[config.mk]
export PLATFORM = sky130hd
export DESIGN_NAME = ct_had_bkpt_sqc
export DESIGN_NICKNAME = d
export VERILOG_FILES = /design/src/rtl/ct_had_bkpt_sqc.sv
export SDC_FILE = /design/constraint.sdc
export NUM_CORES = 1
export LEC_CHECK = 0
export BUFFER_PORTS_ARGS = -buffer_cell sky130_fd_sc_hd__buf_2
export CORE_AREA = 2 2 39 41
export CTS_CLUSTER_DIAMETER = 40
export DETAILED_ROUTE_END_ITERATION = 8
export DIE_AREA = 0 0 41 43
export MAX_ROUTING_LAYER = met4
export PLACE_DENSITY = 0.54
export SLEW_MARGIN = 10
export SYNTH_ARGS = -nofsm -noshare
export SYNTH_HDL_FRONTEND = slang
export SYNTH_SLANG_ARGS = --single-unit
export TNS_END_PERCENT = 100
[constraint.sdc]
create_clock -name cpuclk -period 2.1 [get_ports cpuclk]
set_input_delay 0.21 -clock cpuclk [delete_from_list [all_inputs] [get_ports cpuclk]]
set_output_delay 0.21 -clock cpuclk [all_outputs]
set_load 0.01 [all_outputs]
[src/rtl/ct_had_bkpt_sqc.sv]
// Level-four memory-breakpoint sequencer: applies the HCR sequence condition to the
// channel A/B breakpoint hits and holds one debug request until RTU acknowledges it.
module ct_had_bkpt_sqc #(
    parameter int TMO_W   = 8,
    parameter int ARM_TMO = 0
) (
    input  logic       cpuclk,
    input  logic       cpurst,
    input  logic [2:0] regs_xx_sqc,
    input  logic       ctrl_bkpt_en,
    input  logic       bkpta_ctrl_inst_req,
    input  logic       bkpta_ctrl_data_req,
    input  logic       bkptb_ctrl_inst_req,
    input  logic       bkptb_ctrl_data_req,
    input  logic       rtu_yy_xx_dbgon,
    input  logic       rtu_had_dbg_ack,
    input  logic       x_sm_xx_update_dr_en,
    input  logic       ir_xx_hcr_reg_sel,
    output logic       sqc_ctrl_dbg_req,
    output logic       sqc_regs_armed,
    output logic [1:0] sqc_regs_cause
);

    typedef enum logic [1:0] {
        IDLE  = 2'b00,
        ARMED = 2'b01,
        REQ   = 2'b10
    } state_e;

    localparam logic [TMO_W-1:0] TMO_LOAD = TMO_W'(ARM_TMO);
    localparam logic [TMO_W-1:0] TMO_ONE  = TMO_W'(1);

    state_e           state_q, state_d;
    logic [1:0]       cause_q, cause_d;
    logic [TMO_W-1:0] timer_q, timer_d;

    logic hit_a, hit_b, hcr_wr, second_hit;

    assign hit_a  = (bkpta_ctrl_inst_req | bkpta_ctrl_data_req) & ctrl_bkpt_en & ~rtu_yy_xx_dbgon;
    assign hit_b  = (bkptb_ctrl_inst_req | bkptb_ctrl_data_req) & ctrl_bkpt_en & ~rtu_yy_xx_dbgon;
    assign hcr_wr = x_sm_xx_update_dr_en & ir_xx_hcr_reg_sel;

    // The event that completes an armed A->B or B->A sequence.
    assign second_hit = ((regs_xx_sqc == 3'b011) & hit_b) | ((regs_xx_sqc == 3'b100) & hit_a);

    always_comb begin
        // NOTE: every signal assigned here gets a default first, so no path can infer a latch.
        state_d = state_q;
        cause_d = cause_q;
        timer_d = '0;
        case (state_q)
            IDLE: begin
                case (regs_xx_sqc)
                    3'b000: if (hit_a | hit_b) begin state_d = REQ; cause_d = {hit_b, hit_a}; end
                    3'b001: if (hit_a)         begin state_d = REQ; cause_d = 2'b01; end
                    3'b010: if (hit_b)         begin state_d = REQ; cause_d = 2'b10; end
                    3'b011: if (hit_a)         begin state_d = ARMED; timer_d = TMO_LOAD; end
                    3'b100: if (hit_b)         begin state_d = ARMED; timer_d = TMO_LOAD; end
                    3'b101: if (hit_a & hit_b) begin state_d = REQ; cause_d = 2'b11; end
                    default: ;
                endcase
            end
            ARMED: begin
                timer_d = (timer_q != '0) ? timer_q - TMO_ONE : '0;
                if (rtu_yy_xx_dbgon) begin
                    state_d = IDLE;
                    timer_d = '0;
                end else if (second_hit) begin
                    state_d = REQ;
                    cause_d = 2'b11;
                    timer_d = '0;
                end else if ((ARM_TMO != 0) && (timer_q == TMO_ONE)) begin
                    state_d = IDLE;
                    timer_d = '0;
                end
            end
            REQ: begin
                if (rtu_had_dbg_ack) state_d = IDLE;
            end
            default: state_d = IDLE;
        endcase

        // An HCR update restarts sequencing from a clean slate in any state.
        if (hcr_wr) begin
            state_d = IDLE;
            cause_d = 2'b00;
            timer_d = '0;
        end
    end

    always_ff @(posedge cpuclk) begin
        // NOTE: state registers use non-blocking assignments so all flops update together.
        if (cpurst) begin
            state_q <= IDLE;
            cause_q <= 2'b00;
            timer_q <= '0;
        end else begin
            state_q <= state_d;
            cause_q <= cause_d;
            timer_q <= timer_d;
        end
    end

    assign sqc_ctrl_dbg_req = (state_q == REQ);
    assign sqc_regs_armed   = (state_q == ARMED);
    assign sqc_regs_cause   = cause_q;

endmodule
## Yosys cells after proc, flatten, opt, wreduce, memory -nomap -nowiden

Index checks and enable logic that the tools add are counted.

| cells by class | value |
|---|---|
| eq/ne operators | 19 |
| mux-type cells | 17 |
| bitwise logic cells | 13 |
| reduce and logical (&&, ||, !) cells | 6 |

Operators by type and width:

| kind | number |
|---|---|
| $mux W2 | 13 |
| $ne A3 B3 Y1 const B | 6 |
| $pmux W2 S6 | 1 |
| $reduce_and A9 Y1 | 1 |
| $and A1 B1 Y1 | 8 |
| $pmux W2 S4 | 1 |
| $reduce_and A8 Y1 | 1 |
| $ne A7 B3 Y1 const B | 1 |
| $eq A3 B2 Y1 const B | 2 |
| $eq A3 B3 Y1 const B | 2 |
| $pmux W2 S3 | 1 |
| $ne A5 B1 Y1 const B | 1 |
| $ne A2 B2 Y1 const B | 2 |
| $or A1 B1 Y1 | 4 |
| $pmux W2 S2 | 1 |
| $eq A3 B1 Y1 const B | 1 |
| $logic_not A3 Y1 | 1 |
| $ne A3 B2 Y1 const B | 1 |
| $eq A2 B1 Y1 const B | 1 |
| $eq A2 B2 Y1 const B | 1 |
| $logic_not A2 Y1 | 1 |
| $ne A2 B1 Y1 const B | 1 |
| $reduce_bool A2 Y1 | 1 |
| $reduce_or A2 Y1 | 1 |
| $not A1 Y1 | 1 |

| word-level totals | value |
|---|---|
| bits in registers | 4 |
| output and inout port bits | 4 |
| logic and storage cells | 57 |

## Longest topological paths before layout

| depth | value |
|---|---|
| word-level depth | 8 |
| depth in mapped cells | 6 |
| gate-level depth less buffers | 5 |

## Least setup slack after synthesis

No wires, ideal clock.

| path | value |
|---|---|
| kind | register -> register |
| start point | register state_q[1] |
| end point | register state_q[1] |
| setup time | 0.119 ns |
| data arrival time | 1.496 ns |
| setup slack | 0.486 ns |
| stages on the path, launching flop included | 5 |
| buffers on the path | 0 |
| clock period less this slack | 1.614 ns |
| path through | dfxtp_1 > or2_1 > or4_4 > and3_1 > o221a_1 |

| between the ends | value |
|---|---|
| longest elaborated chain between the ends | 3 |
| elaborated cells on any way between the ends | 14 |
| classes of those cells | 11 x eq/ne; 1 x mux; 2 x reduce/logical |

RTL lines:

| what | RTL line | RTL |
|---|---|---|
| start, declared | 33 | `state_e state_q, state_d;` |
| start signal, assigned | 98 | `state_q <= state_d;` |
| $logic_not A2 Y1 (tied with other cells) | 51 | `case (state_q)` |
| $ne A7 B3 Y1 (no source line) (tied with other cells) | n/a |  |
| $reduce_and A9 Y1 (no source line) | n/a |  |

Several ways; a longest one is shown, not always the timed one.
A chain may end at the register's enable or synchronous reset.

## Worst setup path after layout

Same ends and word-level chain as after synthesis.

==> results.json <==
{
  "final.setup.tns_ns": 0,
  "placedCellCount": 76,
  "netlist_instances": 44,
  "layout-drive-gt1-share_pct": 33.3,
  "maxCapViolCount": 0,
  "cts-buffers-inserted": 3,
  "cts-htree-levels": 1,
  "endpoint_kind": "register",
  "finalWorstSetupSlack_ns": 0.419,
  "area_growth_pct": 35.1,
  "ctsResizeCount": 0,
  "rsz0062_at_grt": "false",
  "grt_usage_pct": 11.0,
  "grt_pass1_vias": 323,
  "fin_nets": 79,
  "yosysWarnings": 0,
  "fp.dieH_um": 43,
  "grt_max_degree": 9,
  "cp_max_fo": 6,
  "drtIter0Drc": 7,
  "synth_fp_nets": 58,
  "route.detailed.drc": 0,
  "final_cells": 79,
  "final_area_um2": 472,
  "rows": 14,
  "hpwl_um": 650,
  "cts_setup_buffers": 0,
  "worst_ep_arrival_time_ns": 1.80,
  "fillers": 151,
  "cellPowerDensity_mw_per_mm2": 563,
  "grt.overflow.total": 0,
  "avgSynthCellArea_um2": 7.93,
  "clkLatencyLatePin_ns": 0.23,
  "ys_seq_area_share_pct": 22.9,
  "final_antenna_net_count": 0,
  "first_pass_iters": 4,
  "fmax_mhz": 595,
  "grt_antenna_before_repair": 0,
  "clock-root-buffer": "clkbuf_4",
  "postCtsHoldBufs": 0,
  "grt_first_pass_wirelength_um": 1250,
  "fp.dieW_um": 41,
  "cellLeakagePower_uw": 0.000233,
  "cts_tree": "done",
  "io_pins": 18,
  "cp.required_ns": 2.22,
  "yosys.cell_types.count": 27,
  "placed_area_um2": 449,
  "wl_um": 807,
  "path_clk_slew_ns": 0.04,
  "hold_violations": 0,
  "cts_buffer_depth": 2,
  "gp_congestion": 0.737,
  "final_max_slew_viol_count": 0,
  "period_share_pct": 80.1,
  "viasPerCell": 5.05,
  "design.die.area_mm2": 0.00176,
  "synth_area_um2": 349,
  "cp-start-kind": "register",
  "ys_async_sr_fraction_pct": 0,
  "clock_sinks": 4,
  "setup_viol": 0,
  "post-route-min-period_ns": 1.68,
  "synth_edf_count": 0,
  "port_buffers": 17,
  "via_count": 399,
  "coreArea_mm2": 0.00138,
  "status": "complete, no violations",
  "synth_seq_cells": 4,
  "relSlewSlack_pct": 72.8,
  "p_total_uw": 266,
  "tightest_slew_ns": 0.408,
  "post-place-ws_ns": 0.419,
  "synth-main-ff-cell": "dfxtp_1",
  "initial_core_util_pct": 25.2,
  "diodes": 0,
  "min_path_type": "in -> reg",
  "vdd_ir_drop_max_mv": 0.370,
  "routedWlPerCell_um": 10.2,
  "finalClockSkew_ns": 0.00283,
  "crit_type": "reg -> reg"
}
## logic make-up (layout without fill, tap and decap cells)
logic type             Yosys count  after routing  share of synthesized area, %
AOI/OAI and AO/OA               16             16                          37.3
buffers and inverters            2             21                          2.51
DFF                              4              4                          22.9
and+or+nand+nor                 22             22                          37.3
## cell usage in the layout (no fill, tap or decap)
master,count
o31ai_1,2
o21ai_0,2
a21o_1,1
nor3_1,1
a41o_1,2
nor2b_1,3
o311a_1,2
a21oi_1,1
nor2_1,5
inv_1,1
nor3b_1,2
or2b_1,1
o221a_1,1
a211o_1,1
a211oi_1,1
nand2b_1,3
and3_1,1
o22a_1,1
or2_1,1
dfxtp_1,4
or4_4,1
o31a_1,1
o211ai_1,1
nand2_1,2
nor4_1,1
and3b_1,1
clkbuf_4,3
buf_2,17
## registers in the layout, summed over array words and instances, names as in the netlist
signal,cells
sqc_regs_cause,2
state_q,2
## power breakdown
part           total [uW]  switching, uW  leakage [uW]  internal [uW]
registers            86.5           4.20     0.0000326           82.3
logic                84.9           41.3      0.000187           43.6
clock network        94.3           30.4     0.0000138           63.9
## per-layer routing
metal  vias up  GRT usage [%]  share of wire (%)
li1        210              -                  -
met1       178           12.2                 46
met2        11           15.9                 47
met3         0           7.85                7.4
met4         0           2.00                  0
met5         -              -                  0
## Yosys cell counts (2+ instances only)
library cell,count,area share [%]
nor2_1,5,5.4
dfxtp_1,4,23
nand2b_1,3,5.4
nor2b_1,3,5.4
a41o_1,2,5.7
nand2_1,2,2.2
nor3b_1,2,4.3
o21ai_0,2,2.9
o311a_1,2,5.7
o31ai_1,2,4.3
## final timing paths
check | startpoint | endpoint | slack [ns] | cells after the start
setup reg to reg | state_q[1] | state_q[1] | 0.42 | 4
hold reg to reg | sqc_regs_cause[1] | sqc_regs_cause[1] | 0.58 | 2
hold / removal | cpurst | sqc_regs_cause[0] | 0.27 | 3
setup / recovery | state_q[1] | state_q[1] | 0.42 | 4
## cell type report
type / instances / area (um2) / area share (%)
clock buffers: 3 / 22.5 / 4.77
inverters: 1 / 3.75 / 0.796
multi-input cells: 38 / 260 / 55.2
flip-flops and latches: 4 / 80.1 / 17.0
well taps: 16 / 20.0 / 4.24
repair buffers: 17 / 85.1 / 18.0
## per-stage QoR
step / hold WS, ns / util, %
final: 0.272 / 34.1
after global routing: 0.281 / 34.1
after CTS: 0.260 / 34.1
after global placement: 0.510 / 32.5
after floorplan: 0.400 / -
after detailed placement: 0.511 / 32.5
## worst max-delay path, stage by stage (launching register included)
cell and delay [ns]:
dfxtp_1 0.34, or2_1 0.28, or4_4 0.57, and3_1 0.16, o221a_1 0.23
(Power assumes the default switching activity.)
